### config.mk
export PLATFORM = sky130hd
export DESIGN_NAME = ray_scan_gen_flat
export DESIGN_NICKNAME = d
export VERILOG_FILES = /design/src/rtl/ray_scan_gen_pkg.sv /design/src/rtl/ray_scan_gen_if.sv /design/src/rtl/ray_scan_gen_vec3_acc.sv /design/src/rtl/ray_scan_gen.sv /design/src/flat_wrapper.sv
export SDC_FILE = /design/constraint.sdc
export NUM_CORES = 2
export LEC_CHECK = 0
export CAP_MARGIN = 20
export CORE_MARGIN = 2
export CORE_UTILIZATION = 25
export DETAILED_ROUTE_END_ITERATION = 10
export DONT_BUFFER_PORTS = 1
export GPL_TIMING_DRIVEN = 0
export PLACE_DENSITY = 0.45
export SLEW_MARGIN = 10
export SYNTH_ARGS = -nofsm -noshare
export SYNTH_HDL_FRONTEND = slang
export SYNTH_HIERARCHICAL = 1
export SYNTH_SLANG_ARGS = --single-unit
### constraint.sdc
create_clock -name clk_in -period 9.5 [get_ports clk_in]
set_clock_uncertainty 0.05 [all_clocks]
set_input_delay 1.425 -clock clk_in [delete_from_list [all_inputs] [get_ports clk_in]]
set_output_delay 1.425 -clock clk_in [all_outputs]
set_load 0.02 [all_outputs]
### src/rtl/ray_scan_gen_pkg.sv
// Shared types and fixed-point vector helpers for the camera ray scan generator.
package ray_scan_gen_pkg;

    localparam int VEC_W    = 32;
    localparam int VEC_FRAC = 16;

    typedef enum logic [1:0] {
        IDLE,
        LOAD,
        RUN,
        DONE
    } state_t;

    typedef struct packed {
        logic signed [VEC_W-1:0] x;
        logic signed [VEC_W-1:0] y;
        logic signed [VEC_W-1:0] z;
    } vec3_fx_t;

    // Lane-wise two's-complement add; wraps modulo 2^VEC_W.
    function automatic vec3_fx_t vec3_add(input vec3_fx_t a, input vec3_fx_t b);
        vec3_fx_t r;
        r.x = a.x + b.x;
        r.y = a.y + b.y;
        r.z = a.z + b.z;
        return r;
    endfunction

    function automatic vec3_fx_t vec3_shl(input vec3_fx_t a, input logic [1:0] sh);
        vec3_fx_t r;
        r.x = a.x <<< sh;
        r.y = a.y <<< sh;
        r.z = a.z <<< sh;
        return r;
    endfunction

endpackage

### src/rtl/ray_scan_gen_if.sv
// Ray beat stream: one eye->pixel direction per beat with pixel coordinates and row/frame markers.
interface ray_scan_gen_if
    import ray_scan_gen_pkg::*;
#(
    parameter int W  = VEC_W,
    parameter int XW = 11,
    parameter int YW = 10
) ();

    logic                ray_valid_out;
    logic                ray_ready_in;
    logic signed [W-1:0] ray_x_out;
    logic signed [W-1:0] ray_y_out;
    logic signed [W-1:0] ray_z_out;
    logic [XW-1:0]       pix_x_out;
    logic [YW-1:0]       pix_y_out;
    logic                eol_out;
    logic                last_out;

    modport master (
        output ray_valid_out, ray_x_out, ray_y_out, ray_z_out,
               pix_x_out, pix_y_out, eol_out, last_out,
        input  ray_ready_in
    );

    modport slave (
        input  ray_valid_out, ray_x_out, ray_y_out, ray_z_out,
               pix_x_out, pix_y_out, eol_out, last_out,
        output ray_ready_in
    );

endinterface

### src/rtl/ray_scan_gen_vec3_acc.sv
// Three-lane load/add register used for the row-start and current-pixel direction accumulators.
module ray_scan_gen_vec3_acc
    import ray_scan_gen_pkg::*;
(
    input  logic     clk_in,
    input  logic     rst_n_in,
    input  logic     load_i,
    input  vec3_fx_t load_val_i,
    input  logic     add_en_i,
    input  vec3_fx_t step_i,
    output vec3_fx_t acc_o
);

    vec3_fx_t acc_q, acc_d;

    always_comb begin
        acc_d = acc_q;
        if (load_i) begin
            acc_d = load_val_i;
        end else if (add_en_i) begin
            acc_d = vec3_add(acc_q, step_i);
        end
    end

    always_ff @(posedge clk_in or negedge rst_n_in) begin
        if (!rst_n_in) begin
            acc_q <= '0;
        end else begin
            acc_q <= acc_d;
        end
    end

    assign acc_o = acc_q;

endmodule

### src/rtl/ray_scan_gen.sv
// Frame scanner: walks the pixel grid at a runtime stride and emits dir = BASE + x*U + y*V
// built purely from incremental adds, with valid/ready backpressure and abort.
module ray_scan_gen
    import ray_scan_gen_pkg::*;
#(
    parameter int H_RES = 1024,
    parameter int V_RES = 768,
    parameter int XW    = 11,
    parameter int YW    = 10,
    parameter int W     = VEC_W,
    parameter int FRAC  = VEC_FRAC
) (
    input  logic                clk_in,
    input  logic                rst_n_in,
    input  logic                start_in,
    input  logic                abort_in,
    input  logic [1:0]          stride_log2_in,
    input  logic signed [W-1:0] base_x_in,
    input  logic signed [W-1:0] base_y_in,
    input  logic signed [W-1:0] base_z_in,
    input  logic signed [W-1:0] u_x_in,
    input  logic signed [W-1:0] u_y_in,
    input  logic signed [W-1:0] u_z_in,
    input  logic signed [W-1:0] v_x_in,
    input  logic signed [W-1:0] v_y_in,
    input  logic signed [W-1:0] v_z_in,
    output logic                busy_out,
    output logic                done_out,
    ray_scan_gen_if.master      ray_if
);

    // The datapath uses the package vector type, so the component width is fixed there.
    if (W != VEC_W || FRAC >= W) begin : g_bad_params
        $error("ray_scan_gen: W must equal VEC_W and FRAC must be below W");
    end

    localparam logic [XW:0] H_LIM = (XW+1)'(H_RES);
    localparam logic [YW:0] V_LIM = (YW+1)'(V_RES);

    state_t      state_q, state_d;
    logic [1:0]  stride_q;
    vec3_fx_t    base_q, u_q, v_q, ustep_q, vstep_q;
    vec3_fx_t    base_in_v, u_in_v, v_in_v;
    vec3_fx_t    row_dir, cur_dir, cur_load_val;
    logic [XW-1:0] x_q, x_d;
    logic [YW-1:0] y_q, y_d;
    logic [XW:0] x_sum;
    logic [YW:0] y_sum;
    logic        in_load, in_run, fire, accept, eol, last;

    assign base_in_v = '{x: base_x_in, y: base_y_in, z: base_z_in};
    assign u_in_v    = '{x: u_x_in,    y: u_y_in,    z: u_z_in};
    assign v_in_v    = '{x: v_x_in,    y: v_y_in,    z: v_z_in};

    assign in_load = (state_q == LOAD);
    assign in_run  = (state_q == RUN);
    assign fire    = in_run && ray_if.ray_ready_in;
    assign accept  = (state_q == IDLE) && start_in && !abort_in;

    // One guard bit so x+stride / y+stride cannot wrap before the compare.
    assign x_sum = {1'b0, x_q} + ((XW+1)'(1) << stride_q);
    assign y_sum = {1'b0, y_q} + ((YW+1)'(1) << stride_q);
    assign eol   = (x_sum >= H_LIM);
    assign last  = eol && (y_sum >= V_LIM);

    always_comb begin
        state_d = state_q;
        if (abort_in) begin
            state_d = IDLE;
        end else begin
            case (state_q)
                IDLE:    if (start_in) state_d = LOAD;
                LOAD:    state_d = RUN;
                RUN:     if (fire && last) state_d = DONE;
                DONE:    state_d = IDLE;
                default: state_d = IDLE;
            endcase
        end
    end

    always_comb begin
        x_d = x_q;
        y_d = y_q;
        if (in_load) begin
            x_d = '0;
            y_d = '0;
        end else if (fire) begin
            if (eol) begin
                x_d = '0;
                y_d = y_sum[YW-1:0];
            end else begin
                x_d = x_sum[XW-1:0];
            end
        end
    end

    always_ff @(posedge clk_in or negedge rst_n_in) begin
        if (!rst_n_in) begin
            state_q  <= IDLE;
            stride_q <= '0;
            base_q   <= '0;
            u_q      <= '0;
            v_q      <= '0;
            ustep_q  <= '0;
            vstep_q  <= '0;
            x_q      <= '0;
            y_q      <= '0;
        end else begin
            state_q <= state_d;
            x_q     <= x_d;
            y_q     <= y_d;
            if (accept) begin
                stride_q <= stride_log2_in;
                base_q   <= base_in_v;
                u_q      <= u_in_v;
                v_q      <= v_in_v;
            end
            if (in_load) begin
                ustep_q <= vec3_shl(u_q, stride_q);
                vstep_q <= vec3_shl(v_q, stride_q);
            end
        end
    end

    // On a row wrap the current pixel restarts at the new row start, i.e. old row_dir + vstep.
    assign cur_load_val = in_load ? base_q : vec3_add(row_dir, vstep_q);

    ray_scan_gen_vec3_acc u_row_acc (
        .clk_in     (clk_in),
        .rst_n_in   (rst_n_in),
        .load_i     (in_load),
        .load_val_i (base_q),
        .add_en_i   (fire && eol),
        .step_i     (vstep_q),
        .acc_o      (row_dir)
    );

    ray_scan_gen_vec3_acc u_cur_acc (
        .clk_in     (clk_in),
        .rst_n_in   (rst_n_in),
        .load_i     (in_load || (fire && eol)),
        .load_val_i (cur_load_val),
        .add_en_i   (fire && !eol),
        .step_i     (ustep_q),
        .acc_o      (cur_dir)
    );

    assign busy_out             = in_load || in_run;
    assign done_out             = (state_q == DONE);
    assign ray_if.ray_valid_out = in_run;
    assign ray_if.ray_x_out     = cur_dir.x;
    assign ray_if.ray_y_out     = cur_dir.y;
    assign ray_if.ray_z_out     = cur_dir.z;
    assign ray_if.pix_x_out     = x_q;
    assign ray_if.pix_y_out     = y_q;
    assign ray_if.eol_out       = in_run && eol;
    assign ray_if.last_out      = in_run && last;

endmodule

### src/flat_wrapper.sv
// flat-port wrapper written by rule: the top's interface ports become plain ports
module ray_scan_gen_flat import ray_scan_gen_pkg::*;
#(
    parameter int H_RES = 1024,
    parameter int V_RES = 768,
    parameter int XW    = 11,
    parameter int YW    = 10,
    parameter int W     = VEC_W,
    parameter int FRAC  = VEC_FRAC
)
  (clk_in, rst_n_in, start_in, abort_in, stride_log2_in, base_x_in, base_y_in, base_z_in, u_x_in, u_y_in, u_z_in, v_x_in, v_y_in, v_z_in, busy_out, done_out, ray_if_ray_valid_out, ray_if_ray_x_out, ray_if_ray_y_out, ray_if_ray_z_out, ray_if_pix_x_out, ray_if_pix_y_out, ray_if_eol_out, ray_if_last_out, ray_if_ray_ready_in);
  ray_scan_gen_if #(.W(W), .XW(XW), .YW(YW)) ray_if_i ();
  input  logic clk_in;
  input  logic rst_n_in;
  input  logic start_in;
  input  logic abort_in;
  input  logic [1:0] stride_log2_in;
  input  logic signed [W-1:0] base_x_in;
  input  logic signed [W-1:0] base_y_in;
  input  logic signed [W-1:0] base_z_in;
  input  logic signed [W-1:0] u_x_in;
  input  logic signed [W-1:0] u_y_in;
  input  logic signed [W-1:0] u_z_in;
  input  logic signed [W-1:0] v_x_in;
  input  logic signed [W-1:0] v_y_in;
  input  logic signed [W-1:0] v_z_in;
  output logic busy_out;
  output logic done_out;
  output wire logic [$bits(ray_if_i.ray_valid_out)-1:0] ray_if_ray_valid_out;
  output wire logic [$bits(ray_if_i.ray_x_out)-1:0] ray_if_ray_x_out;
  output wire logic [$bits(ray_if_i.ray_y_out)-1:0] ray_if_ray_y_out;
  output wire logic [$bits(ray_if_i.ray_z_out)-1:0] ray_if_ray_z_out;
  output wire logic [$bits(ray_if_i.pix_x_out)-1:0] ray_if_pix_x_out;
  output wire logic [$bits(ray_if_i.pix_y_out)-1:0] ray_if_pix_y_out;
  output wire logic [$bits(ray_if_i.eol_out)-1:0] ray_if_eol_out;
  output wire logic [$bits(ray_if_i.last_out)-1:0] ray_if_last_out;
  input wire logic [$bits(ray_if_i.ray_ready_in)-1:0] ray_if_ray_ready_in;
  assign ray_if_ray_valid_out = ray_if_i.ray_valid_out;
  assign ray_if_ray_x_out = ray_if_i.ray_x_out;
  assign ray_if_ray_y_out = ray_if_i.ray_y_out;
  assign ray_if_ray_z_out = ray_if_i.ray_z_out;
  assign ray_if_pix_x_out = ray_if_i.pix_x_out;
  assign ray_if_pix_y_out = ray_if_i.pix_y_out;
  assign ray_if_eol_out = ray_if_i.eol_out;
  assign ray_if_last_out = ray_if_i.last_out;
  assign ray_if_i.ray_ready_in = ray_if_ray_ready_in;
  ray_scan_gen #(.H_RES(H_RES), .V_RES(V_RES), .XW(XW), .YW(YW), .W(W), .FRAC(FRAC)) u_core (.clk_in(clk_in), .rst_n_in(rst_n_in), .start_in(start_in), .abort_in(abort_in), .stride_log2_in(stride_log2_in), .base_x_in(base_x_in), .base_y_in(base_y_in), .base_z_in(base_z_in), .u_x_in(u_x_in), .u_y_in(u_y_in), .u_z_in(u_z_in), .v_x_in(v_x_in), .v_y_in(v_y_in), .v_z_in(v_z_in), .busy_out(busy_out), .done_out(done_out), .ray_if(ray_if_i));
endmodule
After elaboration in Yosys (flattened, before gate mapping)
Cells that the tools add are included.
{"block": "word_totals", "ff_bits": 697, "inputBits": 295, "output_inout_bits": 122, "wordCells": 83}
{"block": "op_classes", "n_addsub": 8, "n_lt_le_gt_ge": 2, "eq_ne": 5, "shifts": 8, "mux": 15, "n_reduce_logical": 20}
{"operator": "$mux W96", "n": 5}
{"operator": "$add A32 B32 Y32", "n": 6}
{"operator": "$sshl A32 B2 Y32", "n": 6}
{"operator": "$mux W11", "n": 3}
{"operator": "$mux W10", "n": 3}
{"operator": "$add A11 B12 Y12", "n": 1}
{"operator": "$ge A12 B11 Y1 const B", "n": 1}
{"operator": "$shl A1 B2 Y12 const A", "n": 1}
{"operator": "$add A10 B11 Y11", "n": 1}
{"operator": "$ge A11 B10 Y1 const B", "n": 1}
{"operator": "$shl A1 B2 Y11 const A", "n": 1}
{"operator": "$logic_and A1 B1 Y1", "n": 9}
{"operator": "$pmux W2 S4", "n": 1}
{"operator": "$reduce_bool A2 Y1", "n": 4}
{"operator": "$mux W2", "n": 3}
{"operator": "$ne A3 B3 Y1 const B", "n": 2}
{"operator": "$eq A2 B2 Y1 const B", "n": 2}
{"operator": "$reduce_and A2 Y1", "n": 2}
{"operator": "$eq A2 B1 Y1 const B", "n": 1}
{"operator": "$logic_not A1 Y1", "n": 2}
{"operator": "$logic_not A2 Y1", "n": 1}
{"operator": "$logic_or A1 B1 Y1", "n": 2}

Longest topological paths before layout
{"block": "logic_depth", "ltp_word": 8, "ltp_mapped": 19, "mapped_depth_nobuf": 14}

Hierarchy
Netlist, hierarchy kept.
{"mod": "ray_scan_gen", "n_inst": 1, "cells_per_inst": 2339, "area_per_inst_um2": 29126.7, "seq_area_each_um2": 12637.1}
{"mod": "ray_scan_gen_vec3_acc at u_core.u_cur_acc", "n_inst": 1, "cells_per_inst": 1048, "area_per_inst_um2": 8834.7, "seq_area_each_um2": 2402.3}
{"mod": "ray_scan_gen_vec3_acc at u_core.u_row_acc", "n_inst": 1, "cells_per_inst": 1047, "area_per_inst_um2": 8827.2, "seq_area_each_um2": 2402.3}

Worst setup path after synthesis
No wires, ideal clock.
{"block": "synth_timing", "path_type": "register to output", "from": "reg u_core.stride_q[1]", "to": "out ray_if_last_out", "t_arrival_ps": 3168, "required_ps": 8025, "slack_ps": 4857, "path_stages_with_launch": 13, "path_buffers": 4, "cell_sequence": "dfrtp_1 buf_2 clkbuf_1 clkbuf_1 nor2_1 ha_1 ha_1 o21ai_2 a311oi_4 a21oi_2 or2_1 buf_4 nor3_1"}
{"block": "synth_between", "elab_chain_len": 5, "word_cells_on_any_way": 8, "cone_classes": "add/sub (2); order compare (2); shift (2); reduce/logical (2)"}
{"item": "start, declared", "line": "ray_scan_gen.sv:41", "source": "logic [1:0] stride_q;"}
{"item": "start signal, assigned", "line": "ray_scan_gen.sv:113", "source": "stride_q <= stride_log2_in;"}
{"item": "$shl A1 B2 Y12 or $shl A1 B2 Y11 (tied branches)", "line": "ray_scan_gen.sv:61, ray_scan_gen.sv:62"}
{"item": "$add A11 B12 Y12 or $add A10 B11 Y11 (tied branches)", "line": "ray_scan_gen.sv:61, ray_scan_gen.sv:62"}
{"item": "$ge A12 B11 Y1 or $ge A11 B10 Y1 (tied branches)", "line": "ray_scan_gen.sv:63, ray_scan_gen.sv:64"}
{"item": "$logic_and A1 B1 Y1 *", "line": "ray_scan_gen.sv:64", "source": "assign last = eol && (y_sum >= V_LIM);"}
{"item": "$logic_and A1 B1 Y1 *", "line": "ray_scan_gen.sv:157", "source": "assign ray_if.last_out = in_run && last;"}
{"item": "end, declared", "line": "flat_wrapper.sv:36", "source": "output wire logic [$bits(ray_if_i.last_out)-1:0] ray_if_last_out;"}
Every way passes the cells marked *; elsewhere a longest branch is shown, timed or not.

Worst setup path after layout
{"block": "layout_timing", "from": "reg u_core.stride_q[1]", "to": "reg u_core.u_cur_acc.acc_q (netlist bit u_core/u_cur_acc/acc_o[93])"}
{"block": "layout_between", "elab_chain_len": 6, "word_cells_on_any_way": 9, "cone_classes": "add/sub (1); order compare (1); shift (1); mux (1); reduce/logical (5)"}
{"item": "$shl A1 B2 Y12 *", "line": "ray_scan_gen.sv:61", "source": "assign x_sum = {1'b0, x_q} + ((XW+1)'(1) << stride_q);"}
{"item": "$add A11 B12 Y12 *", "line": "ray_scan_gen.sv:61"}
{"item": "$ge A12 B11 Y1 *", "line": "ray_scan_gen.sv:63", "source": "assign eol = (x_sum >= H_LIM);"}
{"item": "$logic_and A1 B1 Y1 or $logic_not A1 Y1 (tied branches)", "line": "ray_scan_gen.sv:141, ray_scan_gen.sv:143"}
{"item": "$logic_or A1 B1 Y1 or $logic_and A1 B1 Y1 (tied branches)", "line": "ray_scan_gen.sv:141, ray_scan_gen.sv:143"}
{"item": "$mux W96 or $reduce_bool A2 Y1 (tied branches)"}
{"item": "end signal, assigned", "line": "ray_scan_gen_vec3_acc.sv:27", "source": "acc_q <= '0;"}
{"item": "end signal, assigned", "line": "ray_scan_gen_vec3_acc.sv:29", "source": "acc_q <= acc_d;"}
{"item": "end, declared", "line": "ray_scan_gen_vec3_acc.sv:14", "source": "vec3_fx_t acc_q, acc_d;"}
Marked as above.
A chain may end at the register's enable or synchronous reset.

==> impl_metrics.json <==
{
  "wl_mm": 195,
  "synthCells": 4434,
  "drt_iter0_drc": 2722,
  "startpoint_type": "flop",
  "cp.arrival_ns": 8.34,
  "reg2reg_from": "u_core/stride_q[1]",
  "clock_path_buffers": 3,
  "required_ns": 10.07,
  "maxCapViolCount": 0,
  "fp.dieW_um": 437,
  "antenna_found_initial": 88,
  "core_area_mm2": 0.186,
  "synth.largest_area_cell": "dfrtp_1",
  "fmax_mhz": 129,
  "ctsResizeCount": 0,
  "post_cts_buffers": 0,
  "grt-ovfl-total": 0,
  "die-height_um": 437,
  "ys_seq_area_frac": 0.373,
  "first_global_vias": 36400,
  "min_period_over_period": 0.818,
  "cts_root_buf": "clkbuf_16",
  "ios": 417,
  "grt_util_all_layers": 0.199,
  "outcome": "finished clean",
  "row_count": 158,
  "drc": 0,
  "slew_headroom": 0.212,
  "initial_core_util": 0.252,
  "yosys_warnings": 6,
  "drv_slew": 0,
  "avgRoutedWirePerCell_um": 27.3,
  "dp_hpwl_mm": 154,
  "hp-class": "input pin to asynchronous set/reset pin",
  "yosysMostFrequentCell": "dfrtp_1",
  "ant_nets": 0,
  "leakage_nw": 21.8,
  "setup_violations": 0,
  "r2r_slack_ns": 1.73,
  "num_vias": 36700,
  "syn_nets": 5028,
  "synth_cell_types": 88,
  "ir_drop_v": 0.000159,
  "dieArea_mm2": 0.191,
  "ys_ff_latch": 697,
  "gp_congestion": 0.934,
  "synthArstFlopShare": 1.00,
  "cts_sinks": 697,
  "worst_pin_slew_ns": 1.18,
  "cts_buffers": 84,
  "yosysTopAreaCellShare": 0.373,
  "syn_area_mm2": 0.0468,
  "insertion_delay_ns": 0.71,
  "crit_fanout": 11,
  "portBuffers": 0,
  "multi_input_area_mm2": 0.0281,
  "end_kind": "flop",
  "first_pass_iters": 5,
  "rsz0062_at_grt": "no",
  "synth_edf_count": 0,
  "crit_type": "flop to flop",
  "holdBufCountCts": 0,
  "timing.final.crit_period_ns": 7.77,
  "worstReg2RegEnd": "u_core/u_cur_acc/acc_o[93]",
  "syn_area_per_cell_um2": 10.6,
  "finalNetCount": 5138,
  "drive_gt1_frac": 0.187,
  "cts_tree": "built",
  "finalPower_mw": 25.1,
  "seqCellArea_mm2": 0.0174,
  "hold_viol": 0,
  "utilization": 0.287,
  "synth_ff_type": "dfrtp_1",
  "htreeDepth": 3,
  "fin_tns_setup_ns": 0,
  "r2r.worst_path.cells": 17,
  "grt_max_degree": 698,
  "path_clk_slew_ns": 0.06,
  "area_delta_synth_final_pct": 13.7,
  "synth_area_leaders": "dfrtp_1 37%, mux2_2 12%, mux4_2 7.8%",
  "nFillCells": 19500,
  "grt_pass1_wl_mm": 274,
  "viasPerCell": 5.15,
  "power.density_mw_per_mm2": 471,
  "synth_commonest_cells": "697 x dfrtp_1, 482 x mux2_2, 369 x o21ai_0"
}
[critical path: stages, from the launching register on]
cell and delay (ns):
dfrtp_1 0.41, buf_2 0.39, clkbuf_2 0.48, clkbuf_1 0.42
nor2_1 0.94, ha_1 0.37, ha_1 0.25, o21ai_2 0.12
a311oi_4 0.43, a21oi_2 0.14, or2_1 0.22, buf_4 0.20
o21ai_0 0.73, clkbuf_1 0.57, clkbuf_1 0.75, clkbuf_1 0.78
a22oi_1 0.24, o21ai_0 0.13
[worst max-delay path by stage]
stage                             startpoint                    endpoint  slack, ns  cells past startpoint
final                     u_core/stride_q[1]  u_core/u_cur_acc/acc_o[93]       1.73                     17
after global routing      u_core/stride_q[1]  u_core/u_cur_acc/acc_o[82]       1.47                     17
after CTS                 u_core/stride_q[1]  u_core/u_cur_acc/acc_o[80]       1.65                     17
after detailed placement  u_core/stride_q[1]  u_core/u_cur_acc/acc_o[80]       1.70                     17
after global placement    u_core/stride_q[1]  u_core/u_row_acc/acc_o[84]       1.02                     15
after floorplan           u_core/stride_q[1]             ray_if_last_out       4.86                     12
[where the power goes]
| part | switching [mW] | internal (mW) |
|---|---|---|
| registers | 2.34 | 4.45 |
| clock network | 1.46 | 1.85 |
| logic | 8.45 | 6.52 |
| total | 12.2 | 12.8 |
[placed cells by master, fill, tap and decap left out, drive strengths merged, types with 16 or more instances in the layout]
master  count
clkinv     26
nand4      22
mux4      162
o21a       31
xor2       98
nand2     356
ha        290
clkbuf    279
a31oi      42
and3       39
a21oi     299
nor3       51
a22oi      36
o21bai     24
a21o      127
inv       107
nor2b      63
dfrtp     697
xnor2     140
o211ai     33
nand3      62
buf        82
mux2i     131
and2       16
nand2b     34
or3        16
a211oi     68
diode      37
o31ai      24
mux2      482
nor2      154
o21ai     391
[metal layers]
layer  up-vias  track usage  wire length [um]
li1      16900            -                 -
met2       927        0.334             93700
met5         -            0               281
met3       347       0.0318              9240
met1     18500        0.245             80400
met4        52        0.109             11200
[per-stage QoR]
step | cells | instance area (um2) | hold slack (ns) | setup WS, ns
after floorplan | 4434 | 46800 | 0.414 | 4.86
after global placement | 6914 | 49900 | 0.440 | 1.02
after detailed placement | 6932 | 50200 | 0.444 | 1.70
after CTS | 7083 | 53000 | 0.368 | 1.65
after global routing | 7120 | 53200 | 0.348 | 1.47
final | 7126 | 53200 | 0.383 | 1.73
[cell families (layout without fill, tap and decap cells)]
family / Yosys count / after routing / share of synthesized area
DFF: 697 / 697 / 0.373
and+or+nand+nor: 878 / 878 / 0.0901
other: 0 / 37 / 0
AOI/OAI and AO/OA: 1211 / 1211 / 0.161
adders and majority gates: 301 / 301 / 0.0819
xor gates and xnor gates: 238 / 238 / 0.0446
buffers and inverters: 334 / 509 / 0.0275
muxes: 775 / 775 / 0.222
[area by class of cell]
class                   count  share of cell area
diodes                     37             0.00174
plain buffers             230              0.0171
clock buffers             107              0.0438
clock inverters            44             0.00767
inverters                 104             0.00734
multi-input cells        3403               0.528
flip-flops and latches    697               0.328
well taps                2480              0.0583
repair buffers             24             0.00837
[registers in the layout, indices dropped and copies added (netlist names)]
name	cells
u_core/ray_if.pix_x_out	11
u_core/stride_q	2
u_core/ray_if.pix_y_out	10
u_core/u_q	96
u_core/base_q	96
u_core/v_q	96
u_core/state_q	2
u_core/ustep_q	96
u_core/u_cur_acc/acc_o	96
u_core/u_row_acc/acc_o	96
u_core/vstep_q	96
No activity file was read; power rests on OpenSTA's default activity.
